==> src/rtl/serial_chunk_adder_if.sv <==
// Handshake and operand/result bundle for serial_chunk_adder.
// The master issues start/sub/a/b; the slave returns busy/done/sum/ovf.
interface serial_chunk_adder_if #(
  parameter int WIDTH = 20
);
  logic             start;
  logic             sub;
  logic [WIDTH-1:0] a;
  logic [WIDTH-1:0] b;
  logic             busy;
  logic             done;
  logic [WIDTH:0]   sum;
  logic             ovf;

  modport master (
    output start, sub, a, b,
    input  busy, done, sum, ovf
  );

  modport slave (
    input  start, sub, a, b,
    output busy, done, sum, ovf
  );
endinterface

==> src/rtl/serial_chunk_adder.sv <==
// Multi-cycle add/sub: one CHUNK-bit ripple slice per clock, carry held between slices.
// state | meaning:  IDLE | waiting for start,  RUN | one slice per clock,  DONE | result valid for one cycle
module serial_chunk_adder #(
  parameter int WIDTH = 20,
  parameter int CHUNK = 5
) (
  input  logic               clk_i,
  input  logic               rst_i,
  serial_chunk_adder_if.slave bus
);
  localparam int N  = WIDTH / CHUNK;
  localparam int CW = (N > 1) ? $clog2(N) : 1;

  typedef enum logic [1:0] {IDLE, RUN, DONE} state_t;

  state_t                  state_q;
  logic [CW-1:0]           cnt_q;
  logic                    carry_q;
  logic [N-1:0][CHUNK-1:0] a_q;
  logic [N-1:0][CHUNK-1:0] b_q;
  logic [N-1:0][CHUNK-1:0] sum_q;
  logic                    cout_q;
  logic                    ovf_q;
  logic                    busy_q;
  logic                    done_q;

  logic [CHUNK:0]          slice_d;
  logic                    last_d;

  always_comb begin
    slice_d = {1'b0, a_q[cnt_q]} + {1'b0, b_q[cnt_q]} + {{CHUNK{1'b0}}, carry_q};
    last_d  = (cnt_q == CW'(N - 1));
  end

  always_ff @(posedge clk_i) begin
    if (rst_i) begin
      state_q <= IDLE;
      cnt_q   <= '0;
      carry_q <= 1'b0;
      a_q     <= '0;
      b_q     <= '0;
      sum_q   <= '0;
      cout_q  <= 1'b0;
      ovf_q   <= 1'b0;
      busy_q  <= 1'b0;
      done_q  <= 1'b0;
    end else begin
      case (state_q)
        IDLE, DONE: begin
          done_q <= 1'b0;
          if (bus.start) begin
            // Subtraction is a + ~b + 1: the +1 enters as the initial carry.
            a_q     <= bus.a;
            b_q     <= bus.sub ? ~bus.b : bus.b;
            carry_q <= bus.sub;
            cnt_q   <= '0;
            sum_q   <= '0;
            cout_q  <= 1'b0;
            busy_q  <= 1'b1;
            state_q <= RUN;
          end else begin
            state_q <= IDLE;
          end
        end
        RUN: begin
          sum_q[cnt_q] <= slice_d[CHUNK-1:0];
          carry_q      <= slice_d[CHUNK];
          if (last_d) begin
            cnt_q   <= '0;
            cout_q  <= slice_d[CHUNK];
            ovf_q   <= (a_q[N-1][CHUNK-1] == b_q[N-1][CHUNK-1]) &&
                       (slice_d[CHUNK-1] != a_q[N-1][CHUNK-1]);
            busy_q  <= 1'b0;
            done_q  <= 1'b1;
            state_q <= DONE;
          end else begin
            cnt_q <= cnt_q + 1'b1;
          end
        end
        default: begin
          state_q <= IDLE;
          busy_q  <= 1'b0;
          done_q  <= 1'b0;
        end
      endcase
    end
  end

  assign bus.busy = busy_q;
  assign bus.done = done_q;
  assign bus.sum  = {cout_q, sum_q};
  assign bus.ovf  = ovf_q;
endmodule
==> src/flat_wrapper.sv <==
// flat-port wrapper written by rule: the top's interface ports become plain ports
module serial_chunk_adder_flat 
#(
  parameter int WIDTH = 20,
  parameter int CHUNK = 5
)
  (clk_i, rst_i, bus_start, bus_sub, bus_a, bus_b, bus_busy, bus_done, bus_sum, bus_ovf);
  serial_chunk_adder_if #(.WIDTH(WIDTH)) bus_i ();
  input  logic clk_i;
  input  logic rst_i;
  input wire logic [$bits(bus_i.start)-1:0] bus_start;
  input wire logic [$bits(bus_i.sub)-1:0] bus_sub;
  input wire logic [$bits(bus_i.a)-1:0] bus_a;
  input wire logic [$bits(bus_i.b)-1:0] bus_b;
  output wire logic [$bits(bus_i.busy)-1:0] bus_busy;
  output wire logic [$bits(bus_i.done)-1:0] bus_done;
  output wire logic [$bits(bus_i.sum)-1:0] bus_sum;
  output wire logic [$bits(bus_i.ovf)-1:0] bus_ovf;
  assign bus_i.start = bus_start;
  assign bus_i.sub = bus_sub;
  assign bus_i.a = bus_a;
  assign bus_i.b = bus_b;
  assign bus_busy = bus_i.busy;
  assign bus_done = bus_i.done;
  assign bus_sum = bus_i.sum;
  assign bus_ovf = bus_i.ovf;
  serial_chunk_adder #(.WIDTH(WIDTH), .CHUNK(CHUNK)) u_core (.clk_i(clk_i), .rst_i(rst_i), .bus(bus_i));
endmodule
==> config.mk <==
export PLATFORM = sky130hd
export DESIGN_NAME = serial_chunk_adder_flat
export DESIGN_NICKNAME = d
export VERILOG_FILES = /design/src/rtl/serial_chunk_adder_if.sv /design/src/rtl/serial_chunk_adder.sv /design/src/flat_wrapper.sv
export SDC_FILE = /design/constraint.sdc
export NUM_CORES = 1
export LEC_CHECK = 0
export ABC_AREA = 1
export BUFFER_PORTS_ARGS = -buffer_cell sky130_fd_sc_hd__buf_2
export CORE_UTILIZATION = 43
export DETAILED_ROUTE_END_ITERATION = 16
export GPL_ROUTABILITY_DRIVEN = 0
export PLACE_DENSITY = 0.65
export RECOVER_POWER = 25
export SLEW_MARGIN = 20
export SYNTH_ARGS = -nofsm -noshare
export SYNTH_HDL_FRONTEND = slang
export SYNTH_SLANG_ARGS = --single-unit
==> constraint.sdc <==
create_clock -name clk_i -period 6.1 [get_ports clk_i]
set_input_delay 0.915 -clock clk_i [delete_from_list [all_inputs] [get_ports clk_i]]
set_output_delay 0.915 -clock clk_i [all_outputs]
set_load 0.02 [all_outputs]
### Yosys cells after proc, flatten, opt, wreduce, memory -nomap -nowiden

Cells that the tools add are included.
Widths: inputs -> output; s select.

| storage, ports and cells | value |
|---|---|
| word-level logic and storage cells | 68 |
| register bits | 69 |
| output and inout port bits | 24 |

| cells by class | value |
|---|---|
| muxes and demuxes | 24 |
| order comparisons | 2 |
| eq/ne operators | 7 |
| add/subtract/negate cells | 3 |
| bitwise gates (word level) | 2 |
| reduce and logical (&&, ||, !) cells | 11 |

Operators by type and width:

| kind | number |
|---|---|
| $mux 20 | 2 |
| $pmux 20 s2 | 1 |
| $bmux 5 s2 | 2 |
| $bwmux 20 | 1 |
| $not 20->20 | 1 |
| $mux 5 | 3 |
| $demux 5 s2 | 1 |
| $pmux 2 s2 | 2 |
| $reduce_and 2->1 | 4 |
| $add 5x5->6 | 1 |
| $add 6x1->6 | 1 |
| $mux 1 | 6 |
| $mux 2 | 3 |
| $pmux 1 s2 | 3 |
| $eq 2x2->1 const B | 2 |
| $reduce_or 2->1 | 2 |
| $lt 2x3->1 const B | 1 |
| $reduce_and 3->1 | 1 |
| $add 2x1->2 const B | 1 |
| $eq 2x1->1 const B | 1 |
| $ge 2x1->1 const B | 1 |
| $logic_and 1x1->1 | 2 |
| $logic_not 2->1 | 1 |
| $ne 2x1->1 const B | 1 |
| other kinds (5) | 5 |

### Logic depth before layout (Yosys ltp)

Gate-level depths: netlist of the first run.

| logic depth | value |
|---|---|
| depth in word-level cells | 6 |
| mapped depth | 13 |
| mapped depth without buffers | 12 |

### Worst setup path after synthesis of the first run

OpenSTA, ideal clock, no wires.

| timing | value |
|---|---|
| path type | register -> register |
| start point | reg u_core.cnt_q[0] |
| end point | reg u_core.ovf_q (netlist: u_core.bus.ovf) |
| library setup time | 0.109 ns |
| stages on the path, launching flop included | 13 |
| setup slack | 3.792 ns |
| clock period less this slack | 2.308 ns |
| arrival | 2.199 ns |
| path through | dfxtp_1 -> inv_1 -> clkbuf_1 -> nor2_1 -> o22ai_1 -> fa_1 -> fa_1 -> nand3_1 -> nand3_1 -> nand3_1 -> nand3_1 -> nand2_1 -> inv_1 |

| on the way | value |
|---|---|
| cells in the longest elaborated chain, start to end | 6 |
| elaborated cells on any way between the ends | 10 |
| classes of those cells | 2 x add/sub; 2 x eq/ne; 4 x mux; 2 x reduce/logical |

Ends and longest elaborated chain:

| item | line | text |
|---|---|---|
| start: declaration | serial_chunk_adder.sv:17 | `logic [CW-1:0] cnt_q;` |
| start signal: assignment | serial_chunk_adder.sv:77 | `cnt_q <= cnt_q + 1'b1;` |
| $bmux 5 s2 | serial_chunk_adder.sv:31 | `slice_d = {1'b0, a_q[cnt_q]} + {1'b0, b_q[cnt_q]} + {{CHUNK{1'b0}}, carry_q};` |
| $mux 5 (not written as such) | serial_chunk_adder.sv:31 |  |
| $add 5x5->6 | serial_chunk_adder.sv:31 |  |
| $add 6x1->6 | serial_chunk_adder.sv:31 |  |
| $ne 1x1->1 | serial_chunk_adder.sv:72 | `(slice_d[CHUNK-1] != a_q[N-1][CHUNK-1]);` |
| $logic_and 1x1->1 | serial_chunk_adder.sv:71 | `ovf_q <= (a_q[N-1][CHUNK-1] == b_q[N-1][CHUNK-1]) &&` |
| end signal: assignment | serial_chunk_adder.sv:71 |  |
| end: declaration | serial_chunk_adder.sv:23 | `logic ovf_q;` |

Parallel ways exist; a longest one is shown, timed or not. The select of a mux whose other input is x is not followed.
A chain may end at the register's enable or synchronous reset.

### Final worst setup path of the first run

Same ends and word-level chain as after synthesis.

==> results of run 1 <==
==> layer usage <==
layer / global-route usage (%) / part of all wire [%] / wire (um)
met3: 4.241 / 5.0 / 368
met4: 9.091 / 1.6 / 116
met2: 32.88 / 45 / 3284
met1: 26.72 / 48 / 3541
met5: 0 / 0 / 0
==> through the flow <==
stage | cells | hold slack, ns
global placement | 552 | 0.4457
detailed placement | 552 | 0.4505
CTS | 568 | 0.4616
floorplan | 412 | 0.4495
global route | 568 | 0.4830
finish | 568 | 0.4631
==> power groups by stage <==
stage / logic, mW / registers [mW] / clock network (mW)
detailed placement: 0.220 / 0.514 / 0
CTS: 0.222 / 0.505 / 0.448
global route: 0.249 / 0.509 / 0.471
global placement: 0.215 / 0.515 / 0
floorplan: 0.162 / 0.512 / 0
finish: 0.219 / 0.505 / 0.444
==> Yosys cell counts (2+ instances only) <==
master	number	area share, %
a21oi_1	43	6.8
buf_2	4	0.63
buf_4	4	0.95
buf_6	2	0.71
clkbuf_1	13	1.5
dfxtp_1	69	44
fa_1	2	1.3
ha_1	8	3.2
inv_1	18	2.1
inv_2	2	0.24
nand2_1	51	6.1
nand2_2	2	0.40
nand3_1	20	3.2
nor2_1	65	7.7
nor2_2	4	0.79
nor2_4	4	1.4
o21ai_0	62	9.8
o21ai_1	2	0.32
o22ai_1	10	2.0
xnor2_1	21	5.8
==> how the worst min path moves through the flow <==
stage | slack [ns] | start | endpoint
3_3_place_gp | 0.45 | u_core.bus.sum[5]$_SDFFE_PP0P_ | u_core.bus.sum[5]$_SDFFE_PP0P_
5_1_grt | 0.48 | u_core.bus.sum[0]$_SDFFE_PP0P_ | u_core.bus.sum[0]$_SDFFE_PP0P_
3_5_place_dp | 0.45 | u_core.bus.sum[0]$_SDFFE_PP0P_ | u_core.bus.sum[0]$_SDFFE_PP0P_
4_1_cts | 0.46 | u_core.bus.sum[0]$_SDFFE_PP0P_ | u_core.bus.sum[0]$_SDFFE_PP0P_
2_1_floorplan | 0.45 | u_core.a_q[10]$_SDFFE_PP0P_ | u_core.a_q[10]$_SDFFE_PP0P_
6_report | 0.46 | u_core.bus.sum[5]$_SDFFE_PP0P_ | u_core.bus.sum[5]$_SDFFE_PP0P_
==> sequential cells by signal (all words and copies together) (netlist names) <==
| signal | cells |
|---|---|
| u_core.a_q | 20 |
| u_core.b_q | 20 |
| u_core.bus.busy | 1 |
| u_core.bus.done | 1 |
| u_core.bus.ovf | 1 |
| u_core.bus.sum | 20 |
| u_core.carry_q | 1 |
| u_core.cnt_q | 2 |
| u_core.cout_q | 1 |
| u_core.state_q | 2 |
==> worst min-delay path: cells and delay by family (launching register included) <==
kind,cells,cell delay (ns)
AND/OR/NAND/NOR,1,0.06
flip-flops,1,0.31
AO/OA/AOI/OAI,1,0.05
==> cell families after synthesis <==
logic type	Yosys count
compound gates	118
xor+xnor	21
flops	69
simple gates	149
fa+ha+maj	10
buf+inv	45
==> area by class of cell <==
cell class / count / area, um^2 / share of cell area (%)
clock inverter: 3 / 65.06 / 1.753
tap: 96 / 120.1 / 3.237
timing repair buffer: 69 / 324.1 / 8.732
sequential: 69 / 1381 / 37.22
multi-input combinational: 298 / 1567 / 42.21
inverter: 20 / 75.07 / 2.023
clock buffer: 13 / 178.9 / 4.821
==> run_results.csv, run 1 <==
group,metric,value,unit
status,status,"completed",
synthesis,synth_xor_area_share,5.833,%
cells_and_area,layout_commonest_cell,"dfxtp_1",
power,power,1.168,mW
routing,wire_per_inst,12.87,um
floorplanning,initial_utilization,45.41,%
worst_setup_path,rr_endpoint,"u_core.bus.ovf$_SDFFE_PP0P_",
grt,overflow,0,
clock_tree,clk-insertion-delay-late,0.34,ns
power,p_clk_share,38.0,%
timing,finalSetupViolCount,0,
routing,wl,7311,um
floorplanning,die_h,87.63,um
place,place_ws,2.879,ns
floorplanning,ios,68,
routing,drc,0,
worst_setup_path,end_kind,"flop",
floorplanning,fp.dieArea,7679,um^2
clock_tree,clock-sinks,69,
clock_tree,cts_buffer_depth,2,
synthesis,synth_top_family_by_area,"simple AND/OR/NAND/NOR gates",
power,p_leak,1.540,nW
grt,grt_pass1_wl,12080,um
worst_setup_path,setup.worst_path.end,"u_core.bus.ovf$_SDFFE_PP0P_",
worst_setup_path,reg2reg_slack,2.85,ns
cells_and_area,final_core_util,53.44,%
worst_setup_path,reg2reg_depth,11,
power,intPower,0.8371,mW
worst_setup_path,critPathSlowestCell,"dfxtp_1",
timing,period_share,53.32,%
timing,fin_crit,3.253,ns
worst_setup_path,required,6.34,ns
synthesis,async_flop_share,0,%
worst_setup_path,path_depth,11,
worst_setup_path,crit_path_max_incr_delay,0.77,ns
floorplanning,die_x,87.63,um
floorplanning,rows,30,
worst_setup_path,crit_start,"u_core.cnt_q[0]$_SDFFE_PP0P_",
cells_and_area,area_growth,17.70,%
place,portBuffers,67,
worst_setup_path,path_class,"flop to flop",
synthesis,syn_inst,412,
synthesis,synthMuxAreaShare,0,%
floorplanning,coreArea,6944,um^2
clock_tree,cts_tree,"done",
worst_setup_path,worstPathCellList,"inv_1, o21ai_0, o22ai_1, fa_1, fa_1, nand3_1, nand3_1, nand3_1, nand3_1, nand2_1, inv_1",
power,switchingPower,0.3314,mW
cells_and_area,drive_above_1_share,16.31,%
timing,tns,0,ns
synthesis,synthFlopType,"dfxtp_1",
worst_setup_path,crit_path_max_fanout,24,
synthesis,synth_area,3153,um^2
timing,setup_slack,2.847,ns
routing,drtAntennaViolNets,0,
grt,grt_pass1_vias,2528,
worst_setup_path,critical-path-top-delay-family,"adder cells",
min_path,worstHoldPathCells,2,
synthesis,synth_compound_area_share,19.21,%
worst_setup_path,reg2reg_from,"u_core.cnt_q[0]$_SDFFE_PP0P_",
routing,drtIter0Drc,136,
timing,finalHoldViolCount,0,
place,placed_cell_area,3493,um^2
synthesis,avgSynthCellArea,7.653,um^2
synthesis,synth-seq-cells,69,
grt,grt_max_degree,67,
clock_tree,cts-resized-gates,0,
worst_setup_path,critical_path_buf_inv_count,2,
clock_tree,htree_levels,3,
synthesis,synth_edf_count,0,
routing,dr.pass1.iters,5,
power,power_density,314.9,nW/um^2
cells_and_area,n_antenna_cell,0,
synthesis,syn_nets,466,
run,max_cap_viol_count,0,
power,switching_share,28.36,%
power,combPwrFrac,18.8,%
timing,clock.fmax,307.5,MHz
clock_tree,cts_made_buffers,9,
cells_and_area,n_fill_cell,720,
timing,rsz0062_at_grt,"false",
timing,worstMarginPinSlew,0.6972,ns
synthesis,ys_warn_count,0,
worst_setup_path,crit_top_cell,"nand3_1",
synthesis,ys_types,26,
synthesis,ys_seq_area_share,43.81,%
cells_and_area,final_cell_mix,"69 x dfxtp_1, 65 x nor2_1, 62 x o21ai_0",
grt,antenna_found_initial,0,
cells_and_area,design_area,3711,um^2
grt,grt_use_total,20.51,%
min_path,hp-class,"flop to flop",
synthesis,synth_fa_ha_area_share,4.444,%
clock_tree,clkTransAtPathRegs,0.07,ns
timing,timing.slew.headroom,53.46,%
synthesis,synth-simple-area-share,20.20,%
routing,vias_per_cell,4.921,
clock_tree,cts_hold_buf,0,
cells_and_area,final_nets,521,
power,power_frac_seq,43.2,%
timing,drv_slew,0,
routing,vias,2795,
power,peakVddDrop,0.1326,mV
clock_tree,cts_setup_buffers,0,
worst_setup_path,startpoint_type,"flop",
worst_setup_path,cp.arrival,3.50,ns
timing,fin_skew,0.005489,ns
place,dp_hpwl,5030,um
clock_tree,cts_root_buffer,"clkbuf_8",
Power figures use the tool's default switching activity.
==> run 2: changes to the inputs <==
- PLACE_DENSITY: 0.65 -> 0.68
- clock period: 6.1 -> 2.82 ns (I/O delays scaled with it)
==> run_results.csv, run 2 (synthesized netlist as in run 1, its figures left out) <==
group,metric,value,unit
status,status,"completed",
worst_setup_path,startpoint_type,"flop",
floorplanning,ios,68,
worst_setup_path,rr_endpoint,"u_core.bus.ovf$_SDFFE_PP0P_",
timing,timing.slew.headroom,61.63,%
floorplanning,die_x,87.63,um
worst_setup_path,end_kind,"flop",
routing,vias,2865,
cells_and_area,n_antenna_cell,0,
worst_setup_path,critPathSlowestCell,"fa_1",
cells_and_area,drive_above_1_share,16.81,%
cells_and_area,final_nets,526,
worst_setup_path,path_depth,11,
grt,antenna_found_initial,0,
place,portBuffers,67,
floorplanning,rows,30,
worst_setup_path,crit_top_cell,"nand3_1",
grt,grt_pass1_vias,2627,
floorplanning,initial_utilization,45.41,%
worst_setup_path,cp.arrival,2.83,ns
clock_tree,clk-insertion-delay-late,0.35,ns
cells_and_area,area_growth,17.94,%
clock_tree,cts_root_buffer,"clkbuf_8",
floorplanning,coreArea,6944,um^2
worst_setup_path,reg2reg_from,"u_core.cnt_q[0]$_SDFFE_PP0P_",
routing,drtAntennaViolNets,0,
grt,grt_use_total,20.30,%
routing,drtIter0Drc,115,
timing,rsz0062_at_grt,"false",
timing,clock.fmax,388.0,MHz
min_path,hp-class,"primary input to flop",
timing,setup_slack,0.2427,ns
clock_tree,cts_buffer_depth,2,
place,place_ws,0.1736,ns
worst_setup_path,path_class,"flop to flop",
cells_and_area,final_core_util,53.55,%
routing,wire_per_inst,12.61,um
timing,tns,0,ns
timing,fin_crit,2.577,ns
routing,vias_per_cell,5.009,
clock_tree,htree_levels,3,
worst_setup_path,worstPathCellList,"inv_1, o21ai_0, o22ai_1, fa_1, fa_1, nand3_1, nand3_1, nand3_1, nand3_1, nand2_1, inv_1",
worst_setup_path,reg2reg_depth,11,
grt,overflow,0,
clock_tree,cts_tree,"done",
routing,wl,7214,um
routing,drc,0,
worst_setup_path,crit_start,"u_core.cnt_q[0]$_SDFFE_PP0P_",
place,dp_hpwl,5237,um
clock_tree,clock-sinks,69,
timing,finalSetupViolCount,0,
worst_setup_path,setup.worst_path.end,"u_core.bus.ovf$_SDFFE_PP0P_",
timing,period_share,91.39,%
clock_tree,cts_made_buffers,9,
run,max_cap_viol_count,0,
worst_setup_path,critical_path_buf_inv_count,2,
worst_setup_path,critical-path-top-delay-family,"adder cells",
cells_and_area,seq_area,1383,um^2
timing,drv_slew,0,
floorplanning,die_h,87.63,um
timing,finalHoldViolCount,0,
timing,fin_skew,0.01046,ns
clock_tree,cts_setup_buffers,0,
power,p_leak,1.541,nW
power,peakVddDrop,0.5124,mV
cells_and_area,layout_commonest_cell,"dfxtp_1",
grt,grt_max_degree,27,
worst_setup_path,required,3.07,ns
cells_and_area,n_fill_cell,712,
cells_and_area,multi_input_area,1567,um^2
clock_tree,cts_hold_buf,0,
worst_setup_path,crit_path_max_fanout,13,
grt,grt_pass1_wl,11990,um
worst_setup_path,reg2reg_slack,0.24,ns
timing,worstMarginPinSlew,0.5755,ns
floorplanning,fp.dieArea,7679,um^2
clock_tree,clkTransAtPathRegs,0.07,ns
routing,dr.pass1.iters,4,
cells_and_area,final_cell_mix,"68 x dfxtp_1, 65 x nor2_1, 62 x o21ai_0",
worst_setup_path,crit_path_max_incr_delay,0.44,ns
power,power_density,658.5,nW/um^2
run 2: final cells by class:
class,instances,area share (%)
clock buffer,11,3.802
clock inverter,4,1.952
inverter,20,2.019
multi-input combinational,298,42.13
sequential,69,37.18
tap,96,3.230
timing repair buffer,74,9.690
run 2: how the worst min path moves through the flow:
stage                                   start                             end  cells after the start
3_3_place_gp   u_core.bus.sum[6]$_SDFFE_PP0P_  u_core.bus.sum[6]$_SDFFE_PP0P_                      2
6_report                             bus_a[5]      u_core.a_q[5]$_SDFFE_PP0P_                      3
2_1_floorplan     u_core.a_q[10]$_SDFFE_PP0P_     u_core.a_q[10]$_SDFFE_PP0P_                      2
3_5_place_dp   u_core.bus.sum[5]$_SDFFE_PP0P_  u_core.bus.sum[5]$_SDFFE_PP0P_                      2
5_1_grt                              bus_a[5]      u_core.a_q[5]$_SDFFE_PP0P_                      3
4_1_cts                              bus_a[1]      u_core.a_q[1]$_SDFFE_PP0P_                      3
run 2: metrics by stage:
| step | cell area [um^2] | hold WS, ns | power [mW] | cells |
|---|---|---|---|---|
| after global placement | 3531 | 0.4472 | 1.588 | 557 |
| after detailed placement | 3531 | 0.4514 | 1.600 | 557 |
| after global routing | 3719 | 0.3376 | 2.582 | 572 |
| final | 3719 | 0.3236 | 2.449 | 572 |
| after floorplan | 3153 | 0.4495 | 1.458 | 412 |
| after CTS | 3745 | 0.3108 | 2.474 | 572 |
run 2: routing by layer:
metal | vias to the layer above | share of wire, % | global-route usage, %
li1 | 1486 | - | -
met1 | 1303 | 48 | 25.44
met2 | 66 | 46 | 33.88
met3 | 10 | 4.9 | 5.749
met4 | 0 | 1.3 | 6.259
met5 | - | 0 | 0
run 2: worst register-to-register path, stage by stage, from the launching register on:
cell     delay [ns]
dfxtp_2        0.43
inv_1          0.20
o21ai_0        0.23
o22ai_1        0.13
fa_1           0.44
fa_1           0.44
nand3_1        0.14
nand3_1        0.18
nand3_1        0.12
nand3_1        0.08
nand2_1        0.06
inv_1          0.03
run 2: what timing repair did:
action,in CTS,in global routing
endpoints found under the setup margin,0,8
hold endpoints to repair,0,0
resized for setup,0,1
run 2: where the power goes:
group          internal [mW]  total, mW  switching, mW
Sequential              1.04       1.09         0.0433
Combinational          0.181      0.490          0.309
Clock                  0.516      0.871          0.356
Total                   1.74       2.45          0.708
==> run 3: changes to the inputs <==
- CORE_ASPECT_RATIO: not set -> 0.6
==> run_results.csv, run 3 (synthesized netlist as in run 1, its figures left out) <==
group,metric,value,unit
status,status,"completed",
worst_setup_path,worstPathCellList,"clkbuf_1, o21ai_0, o22ai_1, fa_1, fa_1, nand3_1, nand3_1, nand3_1, nand3_1, nand2_1, inv_1",
clock_tree,clock-sinks,69,
routing,drtAntennaViolNets,0,
power,p_leak,1.586,nW
run,max_cap_viol_count,0,
floorplanning,coreArea,6878,um^2
worst_setup_path,required,3.06,ns
floorplanning,die_x,112.6,um
clock_tree,htree_levels,3,
routing,drc,0,
grt,grt_pass1_vias,2558,
power,peakVddDrop,0.4016,mV
floorplanning,ios,68,
clock_tree,cts_tree,"done",
timing,finalSetupViolCount,0,
routing,wl,7871,um
timing,fin_crit,2.498,ns
power,switchingPower,0.7904,mW
grt,grt_use_total,21.89,%
cells_and_area,n_antenna_cell,0,
timing,period_share,88.59,%
cells_and_area,layout_commonest_cell,"dfxtp_1",
timing,clock.fmax,400.3,MHz
clock_tree,cts_buffer_depth,2,
clock_tree,clk-insertion-delay-late,0.33,ns
worst_setup_path,crit_path_max_fanout,13,
grt,antenna_found_initial,0,
cells_and_area,layoutNonFillerInstCount,563,
clock_tree,cts_setup_buffers,0,
cells_and_area,drive_above_1_share,16.81,%
timing,rsz0062_at_grt,"false",
floorplanning,rows,23,
routing,dr.pass1.iters,5,
routing,top_layer_used,"met4",
timing,drv_slew,0,
routing,wire_per_inst,13.98,um
routing,vias_per_cell,5.098,
timing,tns,0,ns
clock_tree,clkTransAtPathRegs,0.06,ns
timing,worstMarginPinSlew,0.8157,ns
worst_setup_path,path_class,"flop to flop",
floorplanning,fp.dieArea,7691,um^2
worst_setup_path,critPathSlowestCell,"fa_1",
clock_tree,cts-resized-gates,0,
cells_and_area,final_nets,525,
worst_setup_path,cp.arrival,2.73,ns
power,power_frac_seq,39.0,%
routing,vias,2870,
worst_setup_path,crit_top_cell,"nand3_1",
routing,wl_met1,4147,um
routing,drtIter0Drc,245,
power,p_clk_share,42.8,%
power,intPower,1.996,mW
power,power_density,731.5,nW/um^2
worst_setup_path,crit_path_max_incr_delay,0.44,ns
floorplanning,die_h,68.33,um
cells_and_area,final_cell_mix,"69 x dfxtp_1, 65 x nor2_1, 62 x o21ai_0",
grt,grt_pass1_wl,12560,um
floorplanning,initial_utilization,45.84,%
grt,overflow,0,
worst_setup_path,end_kind,"flop",
clock_tree,cts_root_buffer,"clkbuf_16",
clock_tree,cts_made_buffers,9,
place,portBuffers,67,
worst_setup_path,startpoint_type,"flop",
routing,dr_wl_met2,3086,um
min_path,hp-class,"primary input to flop",
clock_tree,cts_hold_buf,0,
power,switching_share,28.36,%
place,dp_cells,547,
grt,grt_max_degree,55,
power,combPwrFrac,18.2,%
timing,timing.slew.headroom,45.56,%
cells_and_area,area_growth,20.83,%
cells_and_area,design_area,3810,um^2
place,placed_cell_area,3525,um^2
timing,fin_skew,0.003651,ns
routing,met3_length,553,um
timing,finalHoldViolCount,0,
place,dp_hpwl,5638,um
[run 3: cell types whose count changed in the layout (fill, tap and decap cells not counted), sizes merged]
| cell | delta |
|---|---|
| clkbuf | -2 |
| clkinv | +2 |
| buf | -1 |
| clkinvlp | +1 |
[run 3: critical path: cells and delay by family, from the launching register on]
kind            cells  cell delay [ns]
fa+ha+maj           2             0.88
simple gates        5             0.61
buf+inv             2             0.30
compound gates      2             0.30
flops               1             0.30
[run 3: stage by stage]
stage / total power, mW / setup WS [ns] / utilization, % / hold slack, ns
2_1_floorplan: 1.458 / 0.5121 / - / 0.4495
3_3_place_gp: 1.594 / 0.5299 / 51.25 / 0.4478
3_5_place_dp: 1.607 / 0.4042 / 51.25 / 0.4505
4_1_cts: 2.800 / 0.3888 / 55.83 / 0.3318
5_1_grt: 2.914 / 0.07969 / 55.39 / 0.3528
6_report: 2.787 / 0.3218 / 55.39 / 0.3354
[run 3: metal layers]
layer | up-vias | GRT usage [%]
met5 | - | 0
met4 | 0 | 7.000
met3 | 9 | 6.466
met2 | 89 | 31.02
met1 | 1282 | 31.50
li1 | 1490 | -
[run 3: area by class of cell]
| class | instances | area (um^2) |
|---|---|---|
| clock buffers | 9 | 225.2 |
| clock inverters | 7 | 90.09 |
| repair buffers | 73 | 362.8 |
| multi-input cells | 298 | 1567 |
| inverters | 20 | 75.07 |
| flip-flops and latches | 69 | 1381 |
| fillers | 666 | 3068 |
| well taps | 87 | 108.9 |
[run 3: path summary, 6_finish.rpt]
path | depth (start not counted) | startpoint | end | slack (ns)
worst min register to register | 2 | u_core.bus.sum[11]$_SDFFE_PP0P_ | u_core.bus.sum[11]$_SDFFE_PP0P_ | 0.46
worst max-delay path | 11 | u_core.cnt_q[1]$_SDFFE_PP0P_ | u_core.bus.ovf$_SDFFE_PP0P_ | 0.32
worst max register to register | 11 | u_core.cnt_q[1]$_SDFFE_PP0P_ | u_core.bus.ovf$_SDFFE_PP0P_ | 0.32
worst min-delay path | 3 | bus_a[9] | u_core.a_q[9]$_SDFFE_PP0P_ | 0.34
[run 3: power groups by stage]
stage	sequential, mW	combinational (mW)	clock, mW
after floorplan	1.11	0.351	0
after global placement	1.11	0.488	0
after detailed placement	1.11	0.501	0
after CTS	1.09	0.505	1.21
after global routing	1.09	0.571	1.25
final	1.09	0.507	1.19
